File: config.mk
export PLATFORM = sky130hd
export DESIGN_NAME = mem2axi_bridge_flat
export DESIGN_NICKNAME = d
export VERILOG_FILES = /design/src/rtl/mem2axi_bridge_if.sv /design/src/rtl/mem2axi_bridge.sv /design/src/flat_wrapper.sv
export SDC_FILE = /design/constraint.sdc
export NUM_CORES = 1
export LEC_CHECK = 0
export BUFFER_PORTS_ARGS = -buffer_cell sky130_fd_sc_hd__buf_2
export CAP_MARGIN = 20
export CORE_AREA = 2 2 140 142
export DETAILED_ROUTE_END_ITERATION = 8
export DIE_AREA = 0 0 142 144
export PLACE_DENSITY_LB_ADDON = 0.12
export RECOVER_POWER = 100
export SLEW_MARGIN = 10
export SYNTH_ARGS = -nofsm -noshare
export SYNTH_HDL_FRONTEND = slang
export SYNTH_SLANG_ARGS = --single-unit
File: constraint.sdc
create_clock -name aclk -period 7.2 [get_ports aclk]
set_clock_uncertainty 0.2 [all_clocks]
set_input_delay 1.08 -clock aclk [delete_from_list [all_inputs] [get_ports aclk]]
set_output_delay 1.08 -clock aclk [all_outputs]
set_load 0.02 [all_outputs]
File: src/rtl/mem2axi_bridge_if.sv
// AXI4 signal bundle for the memory-to-AXI bridge: master drives requests, slave drives responses.
interface axi_intf;
  localparam int unsigned ID_W   = 13;
  localparam int unsigned ADDR_W = 32;
  localparam int unsigned DATA_W = 32;
  localparam int unsigned STRB_W = DATA_W / 8;

  logic [ID_W-1:0]   awid;
  logic [ADDR_W-1:0] awaddr;
  logic [7:0]        awlen;
  logic [2:0]        awsize;
  logic [1:0]        awburst;
  logic              awlock;
  logic [3:0]        awcache;
  logic [2:0]        awprot;
  logic [3:0]        awqos;
  logic              awvalid;
  logic              awready;

  logic [DATA_W-1:0] wdata;
  logic [STRB_W-1:0] wstrb;
  logic              wlast;
  logic              wvalid;
  logic              wready;

  logic [ID_W-1:0]   bid;
  logic [1:0]        bresp;
  logic              bvalid;
  logic              bready;

  logic [ID_W-1:0]   arid;
  logic [ADDR_W-1:0] araddr;
  logic [7:0]        arlen;
  logic [2:0]        arsize;
  logic [1:0]        arburst;
  logic              arlock;
  logic [3:0]        arcache;
  logic [2:0]        arprot;
  logic [3:0]        arqos;
  logic              arvalid;
  logic              arready;

  logic [ID_W-1:0]   rid;
  logic [DATA_W-1:0] rdata;
  logic [1:0]        rresp;
  logic              rlast;
  logic              rvalid;
  logic              rready;

  modport master (
    output awid, awaddr, awlen, awsize, awburst, awlock, awcache, awprot, awqos, awvalid,
    input  awready,
    output wdata, wstrb, wlast, wvalid,
    input  wready,
    input  bid, bresp, bvalid,
    output bready,
    output arid, araddr, arlen, arsize, arburst, arlock, arcache, arprot, arqos, arvalid,
    input  arready,
    input  rid, rdata, rresp, rlast, rvalid,
    output rready
  );

  modport slave (
    input  awid, awaddr, awlen, awsize, awburst, awlock, awcache, awprot, awqos, awvalid,
    output awready,
    input  wdata, wstrb, wlast, wvalid,
    output wready,
    output bid, bresp, bvalid,
    input  bready,
    input  arid, araddr, arlen, arsize, arburst, arlock, arcache, arprot, arqos, arvalid,
    output arready,
    output rid, rdata, rresp, rlast, rvalid,
    input  rready
  );
endinterface

File: src/rtl/mem2axi_bridge.sv
// Turns single-word memory-port requests into single-beat AXI4 transactions, one outstanding.
module mem2axi_bridge #(
  parameter logic [12:0] AXI_ID = 13'h0
) (
  input  logic        aclk,
  input  logic        areset,
  input  logic        s_cs,
  input  logic        s_we,
  input  logic [31:0] s_addr,
  input  logic [3:0]  s_byte,
  input  logic [31:0] s_di,
  output logic [31:0] s_do,
  output logic        s_busy,
  output logic        s_err,
  axi_intf.master     m_axi_intf
);
  localparam int unsigned ADDR_W = 32;
  localparam int unsigned DATA_W = 32;
  localparam int unsigned STRB_W = 4;

  typedef enum logic [2:0] {IDLE, WREQ, WRESP, RREQ, RRESP} state_t;

  state_t              state, state_d;
  logic [ADDR_W-1:0]   addr_q, addr_d;
  logic [DATA_W-1:0]   data_q, data_d;
  logic [STRB_W-1:0]   strb_q, strb_d;
  logic [DATA_W-1:0]   do_d;
  logic                busy_d, err_d;
  logic                awvalid_q, awvalid_d;
  logic                wvalid_q, wvalid_d;
  logic                bready_q, bready_d;
  logic                arvalid_q, arvalid_d;
  logic                rready_q, rready_d;

  always_ff @(posedge aclk or posedge areset) begin
    if (areset) begin
      state     <= IDLE;
      addr_q    <= '0;
      data_q    <= '0;
      strb_q    <= '0;
      s_do      <= '0;
      s_busy    <= 1'b0;
      s_err     <= 1'b0;
      awvalid_q <= 1'b0;
      wvalid_q  <= 1'b0;
      bready_q  <= 1'b0;
      arvalid_q <= 1'b0;
      rready_q  <= 1'b0;
    end else begin
      state     <= state_d;
      addr_q    <= addr_d;
      data_q    <= data_d;
      strb_q    <= strb_d;
      s_do      <= do_d;
      s_busy    <= busy_d;
      s_err     <= err_d;
      awvalid_q <= awvalid_d;
      wvalid_q  <= wvalid_d;
      bready_q  <= bready_d;
      arvalid_q <= arvalid_d;
      rready_q  <= rready_d;
    end
  end

  // In WREQ a dropped awvalid/wvalid marks that channel's handshake as done.
  always_comb begin
    state_d   = state;
    addr_d    = addr_q;
    data_d    = data_q;
    strb_d    = strb_q;
    do_d      = s_do;
    err_d     = s_err;
    awvalid_d = awvalid_q;
    wvalid_d  = wvalid_q;
    bready_d  = bready_q;
    arvalid_d = arvalid_q;
    rready_d  = rready_q;
    case (state)
      IDLE: begin
        if (s_cs) begin
          addr_d = s_addr;
          err_d  = 1'b0;
          if (s_we) begin
            data_d    = s_di;
            strb_d    = s_byte;
            awvalid_d = 1'b1;
            wvalid_d  = 1'b1;
            state_d   = WREQ;
          end else begin
            arvalid_d = 1'b1;
            state_d   = RREQ;
          end
        end
      end
      WREQ: begin
        if (awvalid_q && m_axi_intf.awready) awvalid_d = 1'b0;
        if (wvalid_q && m_axi_intf.wready)   wvalid_d  = 1'b0;
        if (!awvalid_d && !wvalid_d) begin
          bready_d = 1'b1;
          state_d  = WRESP;
        end
      end
      WRESP: begin
        if (m_axi_intf.bvalid) begin
          bready_d = 1'b0;
          err_d    = m_axi_intf.bresp[1];
          state_d  = IDLE;
        end
      end
      RREQ: begin
        if (m_axi_intf.arready) begin
          arvalid_d = 1'b0;
          rready_d  = 1'b1;
          state_d   = RRESP;
        end
      end
      RRESP: begin
        if (m_axi_intf.rvalid) begin
          rready_d = 1'b0;
          do_d     = m_axi_intf.rdata;
          err_d    = m_axi_intf.rresp[1];
          state_d  = IDLE;
        end
      end
      default: state_d = IDLE;
    endcase
    busy_d = (state_d != IDLE);
  end

  assign m_axi_intf.awid    = AXI_ID;
  assign m_axi_intf.awaddr  = addr_q;
  assign m_axi_intf.awlen   = 8'd0;
  assign m_axi_intf.awsize  = 3'd2;
  assign m_axi_intf.awburst = 2'b01;
  assign m_axi_intf.awlock  = 1'b0;
  assign m_axi_intf.awcache = 4'd0;
  assign m_axi_intf.awprot  = 3'd0;
  assign m_axi_intf.awqos   = 4'd0;
  assign m_axi_intf.awvalid = awvalid_q;
  assign m_axi_intf.wdata   = data_q;
  assign m_axi_intf.wstrb   = strb_q;
  assign m_axi_intf.wlast   = 1'b1;
  assign m_axi_intf.wvalid  = wvalid_q;
  assign m_axi_intf.bready  = bready_q;
  assign m_axi_intf.arid    = AXI_ID;
  assign m_axi_intf.araddr  = addr_q;
  assign m_axi_intf.arlen   = 8'd0;
  assign m_axi_intf.arsize  = 3'd2;
  assign m_axi_intf.arburst = 2'b01;
  assign m_axi_intf.arlock  = 1'b0;
  assign m_axi_intf.arcache = 4'd0;
  assign m_axi_intf.arprot  = 3'd0;
  assign m_axi_intf.arqos   = 4'd0;
  assign m_axi_intf.arvalid = arvalid_q;
  assign m_axi_intf.rready  = rready_q;

  // Response IDs, rlast and the low resp bit carry nothing the initiator needs.
  logic unused_resp;
  assign unused_resp = ^{m_axi_intf.bid, m_axi_intf.bresp[0], m_axi_intf.rid,
                         m_axi_intf.rresp[0], m_axi_intf.rlast};
endmodule
File: src/flat_wrapper.sv
// flat-port wrapper written by rule: the top's interface ports become plain ports
module mem2axi_bridge_flat 
#(
  parameter logic [12:0] AXI_ID = 13'h0
)
  (aclk, areset, s_cs, s_we, s_addr, s_byte, s_di, s_do, s_busy, s_err, m_axi_intf_awid, m_axi_intf_awaddr, m_axi_intf_awlen, m_axi_intf_awsize, m_axi_intf_awburst, m_axi_intf_awlock, m_axi_intf_awcache, m_axi_intf_awprot, m_axi_intf_awqos, m_axi_intf_awvalid, m_axi_intf_awready, m_axi_intf_wdata, m_axi_intf_wstrb, m_axi_intf_wlast, m_axi_intf_wvalid, m_axi_intf_wready, m_axi_intf_bid, m_axi_intf_bresp, m_axi_intf_bvalid, m_axi_intf_bready, m_axi_intf_arid, m_axi_intf_araddr, m_axi_intf_arlen, m_axi_intf_arsize, m_axi_intf_arburst, m_axi_intf_arlock, m_axi_intf_arcache, m_axi_intf_arprot, m_axi_intf_arqos, m_axi_intf_arvalid, m_axi_intf_arready, m_axi_intf_rid, m_axi_intf_rdata, m_axi_intf_rresp, m_axi_intf_rlast, m_axi_intf_rvalid, m_axi_intf_rready);
  axi_intf m_axi_intf_i ();
  input  logic aclk;
  input  logic areset;
  input  logic s_cs;
  input  logic s_we;
  input  logic [31:0] s_addr;
  input  logic [3:0] s_byte;
  input  logic [31:0] s_di;
  output logic [31:0] s_do;
  output logic s_busy;
  output logic s_err;
  output wire logic [$bits(m_axi_intf_i.awid)-1:0] m_axi_intf_awid;
  output wire logic [$bits(m_axi_intf_i.awaddr)-1:0] m_axi_intf_awaddr;
  output wire logic [$bits(m_axi_intf_i.awlen)-1:0] m_axi_intf_awlen;
  output wire logic [$bits(m_axi_intf_i.awsize)-1:0] m_axi_intf_awsize;
  output wire logic [$bits(m_axi_intf_i.awburst)-1:0] m_axi_intf_awburst;
  output wire logic [$bits(m_axi_intf_i.awlock)-1:0] m_axi_intf_awlock;
  output wire logic [$bits(m_axi_intf_i.awcache)-1:0] m_axi_intf_awcache;
  output wire logic [$bits(m_axi_intf_i.awprot)-1:0] m_axi_intf_awprot;
  output wire logic [$bits(m_axi_intf_i.awqos)-1:0] m_axi_intf_awqos;
  output wire logic [$bits(m_axi_intf_i.awvalid)-1:0] m_axi_intf_awvalid;
  input wire logic [$bits(m_axi_intf_i.awready)-1:0] m_axi_intf_awready;
  output wire logic [$bits(m_axi_intf_i.wdata)-1:0] m_axi_intf_wdata;
  output wire logic [$bits(m_axi_intf_i.wstrb)-1:0] m_axi_intf_wstrb;
  output wire logic [$bits(m_axi_intf_i.wlast)-1:0] m_axi_intf_wlast;
  output wire logic [$bits(m_axi_intf_i.wvalid)-1:0] m_axi_intf_wvalid;
  input wire logic [$bits(m_axi_intf_i.wready)-1:0] m_axi_intf_wready;
  input wire logic [$bits(m_axi_intf_i.bid)-1:0] m_axi_intf_bid;
  input wire logic [$bits(m_axi_intf_i.bresp)-1:0] m_axi_intf_bresp;
  input wire logic [$bits(m_axi_intf_i.bvalid)-1:0] m_axi_intf_bvalid;
  output wire logic [$bits(m_axi_intf_i.bready)-1:0] m_axi_intf_bready;
  output wire logic [$bits(m_axi_intf_i.arid)-1:0] m_axi_intf_arid;
  output wire logic [$bits(m_axi_intf_i.araddr)-1:0] m_axi_intf_araddr;
  output wire logic [$bits(m_axi_intf_i.arlen)-1:0] m_axi_intf_arlen;
  output wire logic [$bits(m_axi_intf_i.arsize)-1:0] m_axi_intf_arsize;
  output wire logic [$bits(m_axi_intf_i.arburst)-1:0] m_axi_intf_arburst;
  output wire logic [$bits(m_axi_intf_i.arlock)-1:0] m_axi_intf_arlock;
  output wire logic [$bits(m_axi_intf_i.arcache)-1:0] m_axi_intf_arcache;
  output wire logic [$bits(m_axi_intf_i.arprot)-1:0] m_axi_intf_arprot;
  output wire logic [$bits(m_axi_intf_i.arqos)-1:0] m_axi_intf_arqos;
  output wire logic [$bits(m_axi_intf_i.arvalid)-1:0] m_axi_intf_arvalid;
  input wire logic [$bits(m_axi_intf_i.arready)-1:0] m_axi_intf_arready;
  input wire logic [$bits(m_axi_intf_i.rid)-1:0] m_axi_intf_rid;
  input wire logic [$bits(m_axi_intf_i.rdata)-1:0] m_axi_intf_rdata;
  input wire logic [$bits(m_axi_intf_i.rresp)-1:0] m_axi_intf_rresp;
  input wire logic [$bits(m_axi_intf_i.rlast)-1:0] m_axi_intf_rlast;
  input wire logic [$bits(m_axi_intf_i.rvalid)-1:0] m_axi_intf_rvalid;
  output wire logic [$bits(m_axi_intf_i.rready)-1:0] m_axi_intf_rready;
  assign m_axi_intf_awid = m_axi_intf_i.awid;
  assign m_axi_intf_awaddr = m_axi_intf_i.awaddr;
  assign m_axi_intf_awlen = m_axi_intf_i.awlen;
  assign m_axi_intf_awsize = m_axi_intf_i.awsize;
  assign m_axi_intf_awburst = m_axi_intf_i.awburst;
  assign m_axi_intf_awlock = m_axi_intf_i.awlock;
  assign m_axi_intf_awcache = m_axi_intf_i.awcache;
  assign m_axi_intf_awprot = m_axi_intf_i.awprot;
  assign m_axi_intf_awqos = m_axi_intf_i.awqos;
  assign m_axi_intf_awvalid = m_axi_intf_i.awvalid;
  assign m_axi_intf_i.awready = m_axi_intf_awready;
  assign m_axi_intf_wdata = m_axi_intf_i.wdata;
  assign m_axi_intf_wstrb = m_axi_intf_i.wstrb;
  assign m_axi_intf_wlast = m_axi_intf_i.wlast;
  assign m_axi_intf_wvalid = m_axi_intf_i.wvalid;
  assign m_axi_intf_i.wready = m_axi_intf_wready;
  assign m_axi_intf_i.bid = m_axi_intf_bid;
  assign m_axi_intf_i.bresp = m_axi_intf_bresp;
  assign m_axi_intf_i.bvalid = m_axi_intf_bvalid;
  assign m_axi_intf_bready = m_axi_intf_i.bready;
  assign m_axi_intf_arid = m_axi_intf_i.arid;
  assign m_axi_intf_araddr = m_axi_intf_i.araddr;
  assign m_axi_intf_arlen = m_axi_intf_i.arlen;
  assign m_axi_intf_arsize = m_axi_intf_i.arsize;
  assign m_axi_intf_arburst = m_axi_intf_i.arburst;
  assign m_axi_intf_arlock = m_axi_intf_i.arlock;
  assign m_axi_intf_arcache = m_axi_intf_i.arcache;
  assign m_axi_intf_arprot = m_axi_intf_i.arprot;
  assign m_axi_intf_arqos = m_axi_intf_i.arqos;
  assign m_axi_intf_arvalid = m_axi_intf_i.arvalid;
  assign m_axi_intf_i.arready = m_axi_intf_arready;
  assign m_axi_intf_i.rid = m_axi_intf_rid;
  assign m_axi_intf_i.rdata = m_axi_intf_rdata;
  assign m_axi_intf_i.rresp = m_axi_intf_rresp;
  assign m_axi_intf_i.rlast = m_axi_intf_rlast;
  assign m_axi_intf_i.rvalid = m_axi_intf_rvalid;
  assign m_axi_intf_rready = m_axi_intf_i.rready;
  mem2axi_bridge #(.AXI_ID(AXI_ID)) u_core (.aclk(aclk), .areset(areset), .s_cs(s_cs), .s_we(s_we), .s_addr(s_addr), .s_byte(s_byte), .s_di(s_di), .s_do(s_do), .s_busy(s_busy), .s_err(s_err), .m_axi_intf(m_axi_intf_i));
endmodule
# Yosys cells after proc, flatten, opt, wreduce, memory -nomap -nowiden
# Cells that the tools add are included.
# Widths: inputs -> output; s select.
[classes]
n_reduce_logical = 20
mux = 29
eq_ne = 11
[ops]
columns = ["cell", "n"]
rows = [
  ["$mux 1", 16],
  ["$mux 3", 5],
  ["$pmux 3 s5", 1],
  ["$ne 2x2->1 const B", 6],
  ["$reduce_and 3->1", 4],
  ["$pmux 1 s2", 5],
  ["$reduce_and 4->1", 2],
  ["$reduce_bool 2->1", 4],
  ["$eq 3x2->1 const B", 2],
  ["$reduce_bool 3->1", 2],
  ["$reduce_and 2->1", 2],
  ["$eq 3x1->1 const B", 1],
  ["$eq 3x3->1 const B", 1],
  ["$logic_and 1x1->1", 3],
  ["$logic_not 3->1", 1],
  ["$pmux 1 s3", 1],
  ["$logic_not 1->1", 2],
  ["$mux 2", 1],
  ["$ne 2x1->1 const B", 1],
]
[totals]
word_cells = 72
out_inout_bits = 216
ff_bits = 110

# Depth between registers and ports, before layout
# Gate-level depths: netlist of the first run.
[depth]
depth_word = 8
ltp_mapped = 6

# Worst setup path before layout of the first run
# OpenSTA, ideal clock, no wires.
[synth_timing]
kind = "input to register"
start = "input port s_cs"
end = "register u_core.addr_q[0] (netlist: u_core.m_axi_intf.araddr[0])"
path_buffers = 2
arrival_time_ns = 2.050
slack_ns = 4.825
t_required_ns = 6.875
cell_stages = 5
setup_ns = 0.125
path_cell_list = "nor2b_1 -> and2_4 -> buf_8 -> buf_2 -> mux2_2"
[synth_via]
elab_chain_cells = 1
[synth_rtl]
columns = ["item", "line_no", "source"]
rows = [
  ["start, declared", "flat_wrapper.sv:10", "input logic s_cs;"],
  ["$reduce_and 2->1 (no source line)", "--", ""],
  ["end signal, assigned", "mem2axi_bridge.sv:51", "addr_q <= addr_d;"],
  ["end, declared", "mem2axi_bridge.sv:24", "logic [ADDR_W-1:0] addr_q, addr_d;"],
]
# No other way between the ends.
# A chain may end at the register's enable or synchronous reset.

# Worst setup path after layout of the first run
[layout_timing]
start = "input port s_cs"
end = "register u_core.data_q[2] (netlist: u_core.m_axi_intf.wdata[2])"
[layout_via]
elab_chain_cells = 1
[layout_rtl]
columns = ["item", "line_no", "source"]
rows = [
  ["$reduce_and 3->1 (no source line)", "--", ""],
  ["end signal, assigned", "mem2axi_bridge.sv:52", "data_q <= data_d;"],
  ["end, declared", "mem2axi_bridge.sv:25", "logic [DATA_W-1:0] data_q, data_d;"],
]
# No other way between the ends.

==> impl_metrics.py, run 1 <==
metrics = {
    "sta": {
        "hold_viol_final": 0,
        "fmax_mhz": 233,
        "finalCritPeriodShare": 0.597,
        "slew_viol_final": 124,
        "finalSetupTns_ps": 0,
        "slew_headroom": -0.792,
        "max_slew.worst_pin.slew_ps": 2690,
        "finalCriticalPeriod_ps": 4300,
        "grt_setup_unrepaired": "no",
        "setup_viol": 0,
    },
    "placed_design": {
        "dp.final_hpwl_um": 8530,
        "port_buffers": 249,
        "placed_cell_area_mm2": 0.00610,
        "globalplace.congestion": 0.761,
    },
    "yosys": {
        "netlist_instances": 374,
        "synth.cell_area_mm2": 0.00519,
        "ys_ff_latch": 110,
        "yosysWarnings": 0,
        "synth.avg_cell_area_um2": 13.9,
        "synth.distinct_cells": 31,
        "ys_seq_area_frac": 0.530,
    },
    "detailed_routing": {
        "via_per_inst": 3.95,
        "dr.pass1.iters": 3,
        "vias": 3278,
        "drt_drc_violations_left": 0,
        "ant_nets": 0,
        "wl_um": 11300,
        "drt-wirelength-per-cell_um": 13.7,
        "detail_route.iter0.violations": 61,
    },
    "clock_tree": {
        "cts_tree": "yes",
        "clockBufferDepth": 2,
        "cts-root-buf": "clkbuf_16",
        "post_cts_buffers": 0,
        "clk_latency_ps": 340,
        "numCtsBuffers": 9,
        "cts_resized": 0,
        "clk_transition_reported_paths_ps": 70,
        "cts_hold_buf": 0,
        "cts.sinks": 110,
        "htreeDepth": 3,
    },
    "power": {
        "power_mw": 2.96,
        "combPwrFrac": 0.442,
        "power_switching_mw": 1.29,
        "power_frac_clock": 0.182,
        "p_per_area_mw_per_mm2": 483,
        "p_sw_frac": 0.437,
        "p_leak_nw": 2.87,
        "ir_worst_vdd_v": 0.000186,
        "seqPwrFrac": 0.375,
        "p_int_mw": 1.67,
    },
    "critical_path": {
        "cp.required_ps": 7220,
        "critical_path_arrival_ps": 4320,
        "end_kind": "flop",
        "path_cells": "buf_2 -> nor2b_1 -> and2_0 -> nand2_8 -> mux2_1",
        "path_max_fanout": 37,
        "cpPeakStageDelay_ps": 1970,
        "startpoint_type": "primary input",
        "crit_slowest_cell": "and2_0",
        "critical_path_class": "primary input to flop",
    },
    "floorplanning": {
        "floorplan.initialDensity": 0.272,
        "die_area_mm2": 0.0204,
        "die_w_um": 142,
        "die_h_um": 144,
        "core_area_mm2": 0.0191,
        "rows": 51,
        "ioPinCount": 356,
    },
    "grt": {
        "grt_start_max_net_pins": 61,
        "grt_pass1_wl_um": 16700,
        "antenna_found_initial": 1,
        "grt_usage": 0.108,
        "grt_pass1_vias": 3143,
        "grt_overflow_total": 0,
    },
    "final_layout": {
        "final_util": 0.321,
        "finalInstanceArea_mm2": 0.00612,
        "drive_gt1_frac": 0.321,
        "synthToLayoutAreaGrowth_pct": 17.8,
        "final_common_cell": "clkbuf_1",
        "insertedDiodeCount": 0,
        "nets": 728,
        "final_cell_mix": "140 x clkbuf_1, 110 x dfrtp_1, 109 x buf_2, 77 x conb_1, 60 x mux2_2",
    },
    "flow_run": {
        "drv_cap": 3,
    },
    "status": {
        "violations": "max-capacitance violations, max-slew violations",
        "status": "finished, violations left",
    },
    "worst_hold_path": {
        "hp-class": "flop to flop",
    },
}
[synth_stat cells]
cell | number | area share
a311oi_2 | 1 | 0.0029
or3_1 | 1 | 0.0012
inv_1 | 3 | 0.0022
a31o_1 | 1 | 0.0017
o221a_2 | 1 | 0.0022
buf_6 | 6 | 0.013
nor3_1 | 1 | 0.00096
o21ai_1 | 1 | 0.00096
and2_4 | 1 | 0.0017
mux2_1 | 11 | 0.024
nor2b_1 | 3 | 0.0036
nand3_1 | 2 | 0.0019
a21oi_1 | 5 | 0.0048
o21ai_0 | 1 | 0.00096
inv_2 | 1 | 0.00072
a211oi_1 | 2 | 0.0029
mux2_4 | 30 | 0.087
nand3b_1 | 1 | 0.0014
o31ai_1 | 2 | 0.0029
o21a_1 | 1 | 0.0014
nand2_8 | 1 | 0.0039
conb_1 | 2 | 0.0014
nor2_2 | 1 | 0.0012
buf_8 | 1 | 0.0029
buf_2 | 6 | 0.0058
nand2_1 | 3 | 0.0022
nand2b_1 | 5 | 0.0060
and3_1 | 1 | 0.0012
dfrtp_1 | 110 | 0.53
mux2_2 | 60 | 0.13
buf_4 | 109 | 0.16
[state kept, by name (all words and copies together) (netlist names), 3 cells and up]
register and cells:
u_core.m_axi_intf.wdata 32, u_core.state 3, u_core.s_do 32, u_core.m_axi_intf.wstrb 4, u_core.m_axi_intf.araddr 32
[routing by layer]
metal  global-route usage  up-vias  wire length [um]
met5                    0        -                 0
met4               0.0505        0               194
met3               0.0401       10              1140
met2                0.182      203              5580
met1                0.121     1557              4440
li1                     -     1508                 -
[logic make-up after synthesis]
group | Yosys count | share of synthesized area
other | 2 | 0.00145
flip-flops | 110 | 0.530
AO/OA/AOI/OAI | 15 | 0.0207
buffers and inverters | 126 | 0.182
AND/OR/NAND/NOR | 20 | 0.0253
multiplexers | 101 | 0.241
[power by group through the flow]
stage | Clock, mW | Sequential [mW] | Combinational (mW)
2_1_floorplan | 0 | 1.47 | 0.803
3_3_place_gp | 0 | 1.11 | 1.51
3_5_place_dp | 0 | 1.11 | 1.52
4_1_cts | 0.567 | 1.11 | 1.52
5_1_grt | 0.591 | 1.16 | 1.41
6_report | 0.540 | 1.11 | 1.31
[worst max-delay path, delay by kind of cell]
family / cells / cell delay (ps)
muxes: 1 / 510
buffers and inverters: 1 / 90
and+or+nand+nor: 3 / 2620
[metrics by stage]
step / instances / worst slack, ps / hold WS [ps]
2_1_floorplan: 449 / 3020 / 325
3_3_place_gp: 815 / 4230 / 266
3_5_place_dp: 815 / 4200 / 269
4_1_cts: 830 / 4580 / 285
5_1_grt: 830 / 2470 / 304
6_report: 830 / 2900 / 281
[final timing paths]
kind                                              from                                 endpoint  slack (ps)  cells past startpoint
min in group asynchronous                       areset  u_core.m_axi_intf.wdata[18]$_DFFE_PP0P_        1120                      2
setup / recovery                                  s_cs   u_core.m_axi_intf.wdata[2]$_DFFE_PP0P_        2900                      5
setup reg to reg             u_core.state[1]$_DFF_PP0_   u_core.m_axi_intf.wdata[2]$_DFFE_PP0P_        3200                      4
hold reg to reg            u_core.s_do[12]$_DFFE_PP0P_              u_core.s_do[12]$_DFFE_PP0P_         280                      1
max in group asynchronous                       areset   u_core.m_axi_intf.wstrb[3]$_DFFE_PP0P_        4050                      3
hold / removal             u_core.s_do[12]$_DFFE_PP0P_              u_core.s_do[12]$_DFFE_PP0P_         280                      1
[area by class of cell]
| class | instances | area (um2) |
|---|---|---|
| Clock buffer | 9 | 225 |
| Timing Repair Buffer | 250 | 1080 |
| Sequential cell | 110 | 2750 |
| Multi-Input combinational cell | 213 | 1660 |
| Inverter | 4 | 16.3 |
| Clock inverter | 6 | 93.8 |
| Fill cell | 2035 | 13000 |
| Tap cell | 238 | 298 |
Power figures use the tool's default switching activity.
==> run 2, diff against run 1 <==
- CORE_AREA: 2 2 140 142 -> 2 2 136 138
- DIE_AREA: 0 0 142 144 -> 0 0 138 140
- clock period: 7.2 -> 4.5 ns (I/O delays scaled with it)
==> impl_metrics.py, run 2 (same netlist as run 1, synthesis figures left out) <==
metrics = {
    "sta": {
        "grt_setup_unrepaired": "no",
        "max_slew.worst_pin.slew_ps": 2340,
        "slew_headroom": -0.567,
        "finalCriticalPeriod_ps": 2790,
        "finalCritPeriodShare": 0.621,
        "setup_viol": 0,
        "slew_viol_final": 86,
        "holdWs_ps": 293,
        "hold_viol_final": 0,
        "finalSetupTns_ps": 0,
        "fmax_mhz": 358,
    },
    "status": {
        "violations": "max-capacitance violations, max-slew violations",
        "status": "finished, violations left",
    },
    "critical_path": {
        "cp-startpoint": "areset",
        "end_kind": "asynchronous set/reset pin",
        "worstReg2RegStart": "u_core.state[1]$_DFF_PP0_",
        "startpoint_type": "primary input",
        "reg2reg_depth": 3,
        "critical_path_class": "primary input to asynchronous set/reset pin",
        "reg2reg_to": "u_core.s_do[13]$_DFFE_PP0P_",
        "rrSetupSlack_ps": 1740,
        "critical_path_arrival_ps": 2970,
        "path_max_fanout": 51,
        "cp.required_ps": 4670,
    },
    "grt": {
        "grt_usage": 0.125,
        "grt_start_max_net_pins": 52,
        "antenna_found_initial": 2,
        "grt_overflow_total": 0,
        "grt_pass1_vias": 3487,
        "grt_pass1_wl_um": 18900,
    },
    "final_layout": {
        "final_cell_mix": "141 x clkbuf_1, 110 x buf_2, 110 x dfrtp_1, 77 x conb_1, 60 x mux2_2",
        "nets": 729,
        "seq_area_mm2": 0.00275,
        "fill_cells": 1903,
        "final_common_cell": "clkbuf_1",
        "synthToLayoutAreaGrowth_pct": 17.7,
        "drive_gt1_frac": 0.320,
        "multi_input_area_mm2": 0.00166,
    },
    "clock_tree": {
        "numCtsBuffers": 9,
        "cts-root-buf": "clkbuf_16",
        "clk_transition_reported_paths_ps": 70,
        "cts_tree": "yes",
        "cts_resized": 0,
        "cts.sinks": 110,
        "clk_latency_ps": 350,
        "clockBufferDepth": 2,
        "post_cts_buffers": 0,
        "htreeDepth": 3,
        "cts_hold_buf": 0,
    },
    "power": {
        "power_frac_clock": 0.181,
        "p_int_mw": 2.65,
        "seqPwrFrac": 0.377,
        "power_switching_mw": 2.08,
        "p_sw_frac": 0.439,
        "combPwrFrac": 0.442,
        "p_per_area_mw_per_mm2": 775,
        "ir_worst_vdd_v": 0.000346,
        "p_leak_nw": 2.87,
    },
    "detailed_routing": {
        "via_per_inst": 4.07,
        "dr.pass1.iters": 4,
        "vias": 3350,
        "drt_drc_violations_left": 0,
        "wl_um": 12200,
        "detail_route.iter0.violations": 39,
        "ant_nets": 0,
        "drt-wirelength-per-cell_um": 14.8,
    },
    "placed_design": {
        "port_buffers": 249,
        "globalplace.congestion": 0.741,
        "dp.final_hpwl_um": 9240,
    },
    "worst_hold_path": {
        "hp-class": "flop to flop",
        "min_delay_worst_endpoint": "u_core.s_do[31]$_DFFE_PP0P_",
        "worstHoldStart": "u_core.s_do[31]$_DFFE_PP0P_",
        "whs_path_depth": 1,
    },
    "floorplanning": {
        "die_w_um": 138,
        "core_area_mm2": 0.0178,
        "floorplan.initialDensity": 0.292,
        "rows": 49,
        "die_h_um": 140,
        "die_area_mm2": 0.0193,
        "ioPinCount": 356,
    },
    "flow_run": {
        "drv_cap": 2,
    },
}
run 2: routing by layer:
metal / track usage / share of wire / routed length [um] / vias to the layer above
met5: 0 / 0.0018 / 22 / -
met4: 0.0585 / 0.025 / 304 / 4
met3: 0.0448 / 0.093 / 1130 / 23
met2: 0.223 / 0.51 / 6200 / 193
met1: 0.131 / 0.37 / 4520 / 1630
li1: - / - / - / 1500
run 2: power by group through the flow:
stage          logic (mW)  clock network, mW  registers [mW]
6_report             2.09              0.856            1.79
5_1_grt              2.24              0.934            1.86
4_1_cts              2.44              0.894            1.79
3_5_place_dp         2.44                  0            1.79
3_3_place_gp         2.43                  0            1.78
2_1_floorplan        1.28                  0            2.35
run 2: final cells by class:
class | count | share of cell area
flip-flops and latches | 110 | 0.450
inverters | 4 | 0.00266
well taps | 229 | 0.0469
diodes | 1 | 0.000409
clock inverters | 5 | 0.0133
clock buffers | 11 | 0.0381
repair buffers | 251 | 0.177
multi-input cells | 213 | 0.271
run 2: critical path: stages:
cell,delay (ps)
buf_2,100
clkinvlp_2,1320
clkbuf_2,840
run 2: how the worst max path moves through the flow:
stage | cells past startpoint | endpoint | slack, ps
after floorplan | 1 | u_core.m_axi_intf.araddr[0]$_DFFE_PP0P_ | 720
after global placement | 5 | u_core.m_axi_intf.wdata[23]$_DFFE_PP0P_ | 1900
after detailed placement | 5 | u_core.m_axi_intf.wdata[1]$_DFFE_PP0P_ | 1870
after CTS | 4 | u_core.m_axi_intf.wdata[24]$_DFFE_PP0P_ | 2140
after global routing | 3 | u_core.m_axi_intf.araddr[3]$_DFFE_PP0P_ | 1140
final | 3 | u_core.m_axi_intf.araddr[3]$_DFFE_PP0P_ | 1710
run 2: per-stage QoR:
stage,setup WS [ps],util,total power [mW],cell area [um2],instances
floorplan,723,-,3.63,5480,449
global placement,1900,0.343,4.20,6100,807
detailed placement,1870,0.343,4.24,6100,807
CTS,2140,0.361,5.12,6410,823
global route,1140,0.344,5.04,6110,823
finish,1710,0.344,4.73,6110,824
